===== src/rtl/shift_pkg.sv =====
// Shared types for the shift arbiter: op encoding, default widths and the result-slot record.
package shift_pkg;

  localparam int W_DEF   = 32;
  localparam int SHW_DEF = 5;

  typedef enum logic [1:0] {
    SH_LSL = 2'b00,
    SH_LSR = 2'b01,
    SH_ASR = 2'b10,
    SH_ROR = 2'b11
  } shift_op_e;

  typedef struct packed {
    logic [W_DEF-1:0] data;
    logic             c;
    logic             z;
    logic             n;
  } shift_rsp_t;

endpackage


===== src/rtl/shift_arbiter_if.sv =====
// Request/response bundle between NREQ requesters (master) and the shared shifter (slave).
interface shift_arbiter_if #(
  parameter int W    = 32,
  parameter int NREQ = 2,
  parameter int SHW  = $clog2(W)
) ();

  logic [NREQ-1:0]     req_valid;
  logic [NREQ-1:0]     req_ready;
  logic [2*NREQ-1:0]   req_op;
  logic [W*NREQ-1:0]   req_num;
  logic [SHW*NREQ-1:0] req_amt;
  logic [NREQ-1:0]     req_cin;
  logic [NREQ-1:0]     rsp_valid;
  logic [NREQ-1:0]     rsp_ready;
  logic [W-1:0]        rsp_data;
  logic                rsp_c;
  logic                rsp_z;
  logic                rsp_n;

  modport master (
    output req_valid, req_op, req_num, req_amt, req_cin, rsp_ready,
    input  req_ready, rsp_valid, rsp_data, rsp_c, rsp_z, rsp_n
  );

  modport slave (
    input  req_valid, req_op, req_num, req_amt, req_cin, rsp_ready,
    output req_ready, rsp_valid, rsp_data, rsp_c, rsp_z, rsp_n
  );

endinterface


===== src/rtl/shift_core.sv =====
// Combinational barrel shifter: LSL/LSR/ASR/ROR with carry-out; amount 0 passes num and cin.
module shift_core
  import shift_pkg::*;
#(
  parameter int W   = W_DEF,
  parameter int SHW = SHW_DEF
) (
  input  logic [W-1:0]   num_i,
  input  logic [SHW-1:0] amt_i,
  input  shift_op_e      op_i,
  input  logic           cin_i,
  output logic [W-1:0]   result_o,
  output logic           c_o
);

  // One extra guard bit on each side captures the last bit shifted out as carry.
  logic [W:0]        lsl_ext;
  logic [W:0]        lsr_ext;
  logic signed [W:0] asr_ext;
  logic [SHW:0]      ror_back;
  logic [W-1:0]      ror_res;

  always_comb begin
    lsl_ext  = {1'b0, num_i} << amt_i;
    lsr_ext  = {num_i, 1'b0} >> amt_i;
    asr_ext  = $signed({num_i, 1'b0}) >>> amt_i;
    ror_back = (SHW+1)'(W) - {1'b0, amt_i};
    ror_res  = (num_i >> amt_i) | (num_i << ror_back);

    result_o = num_i;
    c_o      = cin_i;
    if (amt_i != '0) begin
      unique case (op_i)
        SH_LSL: begin result_o = lsl_ext[W-1:0]; c_o = lsl_ext[W];   end
        SH_LSR: begin result_o = lsr_ext[W:1];   c_o = lsr_ext[0];   end
        SH_ASR: begin result_o = asr_ext[W:1];   c_o = asr_ext[0];   end
        SH_ROR: begin result_o = ror_res;        c_o = ror_res[W-1]; end
      endcase
    end
  end

endmodule


===== src/rtl/shift_arbiter.sv =====
// Round-robin arbiter sharing one shift_core among NREQ requesters, with a single
// registered result slot returned to the granted requester over valid/ready.
module shift_arbiter
  import shift_pkg::*;
#(
  parameter int W    = W_DEF,
  parameter int NREQ = 2,
  parameter int SHW  = $clog2(W)
) (
  input  logic            clk,
  input  logic            rst_n,
  shift_arbiter_if.slave  bus
);

  localparam int OW = (NREQ > 1) ? $clog2(NREQ) : 1;

  logic          full_q,  full_d;
  logic [OW-1:0] owner_q, owner_d;
  logic [OW-1:0] ptr_q,   ptr_d;
  shift_rsp_t    rsp_q,   rsp_d;

  logic          found;
  logic [OW-1:0] win;
  int            win_idx;
  logic          can_accept;
  logic          accept;
  logic [W-1:0]  core_res;
  logic          core_c;

  // Winner search starts at the pointer and wraps modulo NREQ.
  always_comb begin
    found = 1'b0;
    win   = '0;
    for (int k = 0; k < NREQ; k++) begin
      if (!found && bus.req_valid[(int'(ptr_q) + k) % NREQ]) begin
        found = 1'b1;
        win   = OW'((int'(ptr_q) + k) % NREQ);
      end
    end
  end

  assign win_idx    = int'(win);
  assign can_accept = !full_q || bus.rsp_ready[owner_q];
  assign accept     = found && can_accept && rst_n;

  shift_core #(.W(W), .SHW(SHW)) u_core (
    .num_i    (bus.req_num[W*win_idx +: W]),
    .amt_i    (bus.req_amt[SHW*win_idx +: SHW]),
    .op_i     (shift_op_e'(bus.req_op[2*win_idx +: 2])),
    .cin_i    (bus.req_cin[win_idx]),
    .result_o (core_res),
    .c_o      (core_c)
  );

  always_ff @(posedge clk) begin
    if (!rst_n) begin
      full_q  <= 1'b0;
      owner_q <= '0;
      ptr_q   <= '0;
      rsp_q   <= '0;
    end else begin
      full_q  <= full_d;
      owner_q <= owner_d;
      ptr_q   <= ptr_d;
      rsp_q   <= rsp_d;
    end
  end

  // A new accept always wins over a drain, so rsp_valid never bubbles on reload.
  always_comb begin
    full_d  = full_q;
    owner_d = owner_q;
    ptr_d   = ptr_q;
    rsp_d   = rsp_q;
    if (accept) begin
      full_d     = 1'b1;
      owner_d    = win;
      ptr_d      = OW'((int'(win) + 1) % NREQ);
      rsp_d.data = W_DEF'(core_res);
      rsp_d.c    = core_c;
      rsp_d.z    = (core_res == '0);
      rsp_d.n    = core_res[W-1];
    end else if (full_q && bus.rsp_ready[owner_q]) begin
      full_d = 1'b0;
    end
  end

  assign bus.req_ready = accept ? (NREQ'(1) << win) : '0;
  assign bus.rsp_valid = full_q ? (NREQ'(1) << owner_q) : '0;
  assign bus.rsp_data  = rsp_q.data[W-1:0];
  assign bus.rsp_c     = rsp_q.c;
  assign bus.rsp_z     = rsp_q.z;
  assign bus.rsp_n     = rsp_q.n;

  // Requesters must hold valid and payload until accepted; violations are flagged, not repaired.
  for (genvar i = 0; i < NREQ; i++) begin : g_hold
    a_hold: assert property (@(posedge clk) disable iff (!rst_n)
      (bus.req_valid[i] && !bus.req_ready[i]) |=>
        (bus.req_valid[i] &&
         $stable({bus.req_op[2*i +: 2], bus.req_num[W*i +: W],
                  bus.req_amt[SHW*i +: SHW], bus.req_cin[i]})));
  end

endmodule


===== src/flat_wrapper.sv =====
// flat-port wrapper written by rule: the top's interface ports become plain ports
module shift_arbiter_flat import shift_pkg::*;
#(
  parameter int W    = W_DEF,
  parameter int NREQ = 2,
  parameter int SHW  = $clog2(W)
)
  (clk, rst_n, bus_req_valid, bus_req_op, bus_req_num, bus_req_amt, bus_req_cin, bus_rsp_ready, bus_req_ready, bus_rsp_valid, bus_rsp_data, bus_rsp_c, bus_rsp_z, bus_rsp_n);
  shift_arbiter_if #(.W(W), .NREQ(NREQ), .SHW(SHW)) bus_i ();
  input  logic clk;
  input  logic rst_n;
  input wire logic [$bits(bus_i.req_valid)-1:0] bus_req_valid;
  input wire logic [$bits(bus_i.req_op)-1:0] bus_req_op;
  input wire logic [$bits(bus_i.req_num)-1:0] bus_req_num;
  input wire logic [$bits(bus_i.req_amt)-1:0] bus_req_amt;
  input wire logic [$bits(bus_i.req_cin)-1:0] bus_req_cin;
  input wire logic [$bits(bus_i.rsp_ready)-1:0] bus_rsp_ready;
  output wire logic [$bits(bus_i.req_ready)-1:0] bus_req_ready;
  output wire logic [$bits(bus_i.rsp_valid)-1:0] bus_rsp_valid;
  output wire logic [$bits(bus_i.rsp_data)-1:0] bus_rsp_data;
  output wire logic [$bits(bus_i.rsp_c)-1:0] bus_rsp_c;
  output wire logic [$bits(bus_i.rsp_z)-1:0] bus_rsp_z;
  output wire logic [$bits(bus_i.rsp_n)-1:0] bus_rsp_n;
  assign bus_i.req_valid = bus_req_valid;
  assign bus_i.req_op = bus_req_op;
  assign bus_i.req_num = bus_req_num;
  assign bus_i.req_amt = bus_req_amt;
  assign bus_i.req_cin = bus_req_cin;
  assign bus_i.rsp_ready = bus_rsp_ready;
  assign bus_req_ready = bus_i.req_ready;
  assign bus_rsp_valid = bus_i.rsp_valid;
  assign bus_rsp_data = bus_i.rsp_data;
  assign bus_rsp_c = bus_i.rsp_c;
  assign bus_rsp_z = bus_i.rsp_z;
  assign bus_rsp_n = bus_i.rsp_n;
  shift_arbiter #(.W(W), .NREQ(NREQ), .SHW(SHW)) u_core (.clk(clk), .rst_n(rst_n), .bus(bus_i));
endmodule

===== config.mk =====
export PLATFORM = sky130hd
export DESIGN_NAME = shift_arbiter_flat
export DESIGN_NICKNAME = d
export VERILOG_FILES = /design/src/rtl/shift_pkg.sv /design/src/rtl/shift_arbiter_if.sv /design/src/rtl/shift_core.sv /design/src/rtl/shift_arbiter.sv /design/src/flat_wrapper.sv
export SDC_FILE = /design/constraint.sdc
export NUM_CORES = 1
export LEC_CHECK = 0
export ABC_AREA = 1
export BUFFER_PORTS_ARGS = -buffer_cell sky130_fd_sc_hd__buf_2
export CAP_MARGIN = 20
export CORE_MARGIN = 1.5
export CORE_UTILIZATION = 50
export DETAILED_ROUTE_END_ITERATION = 6
export GPL_TIMING_DRIVEN = 1
export PLACE_DENSITY_LB_ADDON = 0.08
export SETUP_SLACK_MARGIN = 0.5
export SYNTH_ARGS = -nofsm -noshare
export SYNTH_HDL_FRONTEND = slang
export SYNTH_SLANG_ARGS = --single-unit
export TNS_END_PERCENT = 50

===== constraint.sdc =====
create_clock -name clk -period 4.2 [get_ports clk]
set_clock_uncertainty 0.1 [all_clocks]
set_input_delay 0 -clock clk [delete_from_list [all_inputs] [get_ports clk]]
set_output_delay 0 -clock clk [all_outputs]
set_load 0.05 [all_outputs]

==> impl_metrics.yaml <==
run_status:
  outcome: "finished with violations"
  failed_checks: "DRC"
drt:
  wirelength_um: 43200
  ant_nets: 0
  drtIter0Drc: 2879
  drt-wirelength-per-cell_um: 21.8
  viasPerCell: 6.39
  drc: 17
  dr.pass1.iters: 7
  vias: 12700
placement:
  gp_congestion: 1.17
  port_buffers: 124
  dp.cells: 1972
  dp_hpwl_um: 33000
  pre_cts_ws_ns: 0.382
setup_path:
  crit_fanout: 23
  worst_ep_required_time_ns: 4.28
  crit_top_cell: "nand2_1"
  reg2regPathDepth: 22
  reg2reg_slack_ns: 0.58
  worstPathArrival_ns: 3.70
  path_buf_inv: 4
  r2r-start: "u_core.ptr_q"
  cp_slowest_stage_delay_ns: 0.60
  setup.worst_path.class: "flop to flop"
  cp-start-kind: "flop"
  reg2reg_to: "u_core.bus.rsp_z"
  critPathTopFamily: "simple AND/OR/NAND/NOR gates"
  crit_chain: "inv_1 -> nand2_2 -> nand2_4 -> buf_4 -> nand2_1 -> nand2_1 -> nand2_1 -> nand2_1 -> inv_1 -> nand2_1 -> nand3_1 -> nand2_1 -> o21ai_0 -> a31oi_1 -> nand2_1 -> nand2_1 -> nand2_1 -> inv_1 -> nand2_1 -> nor2_1 -> nand3_1 -> nand2_1"
  critPathCaptureType: "flop"
  critical-path-slowest-cell: "o21ai_0"
die:
  io_pins: 125
  coreArea_mm2: 0.0159
  die_y_um: 131
  die_area_mm2: 0.0172
  initial_utilization_pct: 51.4
  die_w_um: 131
  num_rows: 46
synth:
  synth_top_cell_by_area: "nand2_1"
  synth_ff_type: "dfxtp_1"
  synthAdderAreaFrac_pct: 0.306
  synth_top_family_by_area: "simple AND/OR/NAND/NOR gates"
  synth_compound_area_share_pct: 10.2
  syn-instance-count: 1710
  async_reset_ff_share_pct: 0
  synth_nets: 1798
  muxShareOfSynthArea_pct: 0
  ys_types: 39
  synth_edf_count: 0
  synthTopCellsByCount: "nand2_1, nand3_1, inv_1"
  syn_area_mm2: 0.00819
  synthSimpleGateAreaFrac_pct: 68.2
  ys_warn_count: 0
  yosysSeqAreaShare_pct: 9.04
  synth-seq-cells: 37
  avgSynthCellArea_um2: 4.79
  yosysTopAreaCellShare_pct: 34.6
  yosys.cell_count.top_type: "nand2_1"
  ys_top_cells_by_area: "nand2_1, nand3_1, dfxtp_1"
  synth_xor_area_share_pct: 0.535
grt:
  grt-ovfl-total: 0
  grtUsageTotal_pct: 49.9
  grt_max_degree: 70
  grt_pass1_wl_um: 63600
  first_global_vias: 11100
  antenna_found_initial: 0
pwr:
  p_leak_nw: 5.15
  power.density_mw_per_mm2: 369
  power.internal_mw: 1.38
  peakVddDrop_v: 0.000348
  seqPwrFrac_pct: 13.3
  comb_power_share_pct: 72.2
  p_sw_mw: 2.00
  clockPowerShare_pct: 14.5
  p_sw_share_pct: 59.1
timing:
  final-setup-viol-count: 0
  finalCriticalPeriod_ns: 3.62
  drv_slew: 0
  finalHoldViolations: 0
  relSlewSlack_pct: 37.3
  fin_ws_ns: 0.581
  tightest_slew_ns: 0.939
  grt_setup_unrepaired: "false"
  post-route-period-util_pct: 86.2
  clock.fmax_mhz: 276
  fin_tns_setup_ns: 0
min_path:
  min_to: "u_core.bus.rsp_c"
  hp-class: "input port to flop"
  worstHoldStart: "bus_req_cin[0]"
  min_delay_path_depth: 5
finish:
  area_growth_pct: 12.0
  drive_above_1_share_pct: 11.8
  final_nets: 1857
  antenna_cells: 0
  final_cells: 1986
clocking:
  clock_latency_ns: 0.28
  clockBufferDepth: 2
  htree_levels: 2
  cts_tree: "done"
  cts_buffers: 5
  clkTransAtPathRegs_ns: 0.06
  root_buffer: "clkbuf_16"
  clock_sinks: 37
run:
  drv_cap: 0
==> worst max-delay path by stage <==
stage | end | cells past startpoint | slack, ns | start
floorplan | u_core.bus.rsp_z | 27 | 0.61 | u_core.ptr_q
global placement | u_core.bus.rsp_z | 23 | 0.58 | u_core.ptr_q
detailed placement | u_core.bus.rsp_z | 23 | 0.38 | u_core.ptr_q
CTS | u_core.bus.rsp_z | 23 | 0.57 | u_core.ptr_q
global route | u_core.bus.rsp_z | 23 | 0.51 | u_core.ptr_q
finish | u_core.bus.rsp_z | 22 | 0.58 | u_core.ptr_q
==> tightest hold or removal path: cells and delay by family <==
kind / cells / cell delay [ns]
AO/OA/AOI/OAI: 1 / 0.14
AND/OR/NAND/NOR: 3 / 0.17
buffers and inverters: 1 / 0.07
==> final cells by class <==
class / instances / area, µm²
Timing Repair Buffer: 162 / 1010
Inverter: 111 / 424
Multi-Input combinational cell: 1452 / 6530
Clock inverter: 3 / 68.8
Sequential cell: 37 / 741
Clock buffer: 5 / 125
Tap cell: 216 / 270
Fill cell: 1742 / 6770
==> layer usage <==
metal | track usage [%] | routed length (µm) | vias up
met3 | 19.1 | 7320 | 283
li1 | - | - | 5709
met1 | 59.0 | 14900 | 5499
met5 | 0 | 0 | -
met4 | 41.2 | 4380 | 0
met2 | 71.2 | 16700 | 1193
==> state kept, by name (all words and copies together) (netlist names) <==
name and cells:
u_core.bus.rsp_c 1, u_core.bus.rsp_data 31, u_core.bus.rsp_n 1, u_core.bus.rsp_z 1, u_core.full_q 1, u_core.owner_q 1
u_core.ptr_q 1
==> placed cells by master (no fill, tap or decap), types with 2 or more instances in the layout <==
master	synthesis	final
a21oi_1	38	38
a22o_1	4	4
a22oi_1	2	2
a31oi_1	2	2
buf_12	0	2
buf_2	44	124
buf_4	11	21
buf_6	5	6
buf_8	0	3
bufinv_16	0	2
clkbuf_16	0	5
dfxtp_1	37	37
dlygate4sd3_1	0	4
inv_1	99	96
inv_2	12	12
inv_4	0	3
nand2_1	754	751
nand2_2	6	8
nand2_4	2	3
nand3_1	409	409
nand3_2	2	2
nand3b_1	27	27
nand4_1	15	15
nor2_1	82	78
nor2_2	1	5
o211ai_1	12	12
o21a_1	2	2
o21ai_0	62	61
o21ai_1	15	15
o21ai_2	1	2
o22ai_1	2	2
==> kinds of logic (layout without fill, tap and decap cells) <==
group	count (synthesis)	in the layout
AND/OR/NAND/NOR	1301	1301
AO/OA/AOI/OAI	147	147
flip-flops	37	37
XOR/XNOR	2	2
buffers and inverters	221	281
adder cells (fa/ha/maj)	2	2
==> what timing repair did <==
item	in CTS	in global routing
pin swaps	0	2
endpoints found under the hold margin	4	0
setup buffers	0	2
hold buffers	4	0
resized for setup	2	36
endpoints found under the setup margin	1	8
==> power by group through the flow <==
stage	Clock, mW	Sequential [mW]	Combinational [mW]
floorplan	0	0.652	1.37
CTS	0.493	0.447	2.27
detailed placement	0	0.452	2.25
global placement	0	0.450	2.24
global route	0.507	0.453	2.58
finish	0.492	0.449	2.45
==> stage by stage <==
stage | utilization [%] | area [µm²] | power [mW] | hold slack, ns
final | 57.5 | 9170 | 3.39 | 0.0505
after global routing | 57.5 | 9170 | 3.54 | 0.168
after CTS | 56.8 | 9050 | 3.21 | 0.0479
after detailed placement | 55.3 | 8810 | 2.70 | 0.214
after global placement | 55.1 | 8780 | 2.69 | 0.216
after floorplan | - | 8190 | 2.02 | 0.0490
Power figures use the tool's default switching activity.
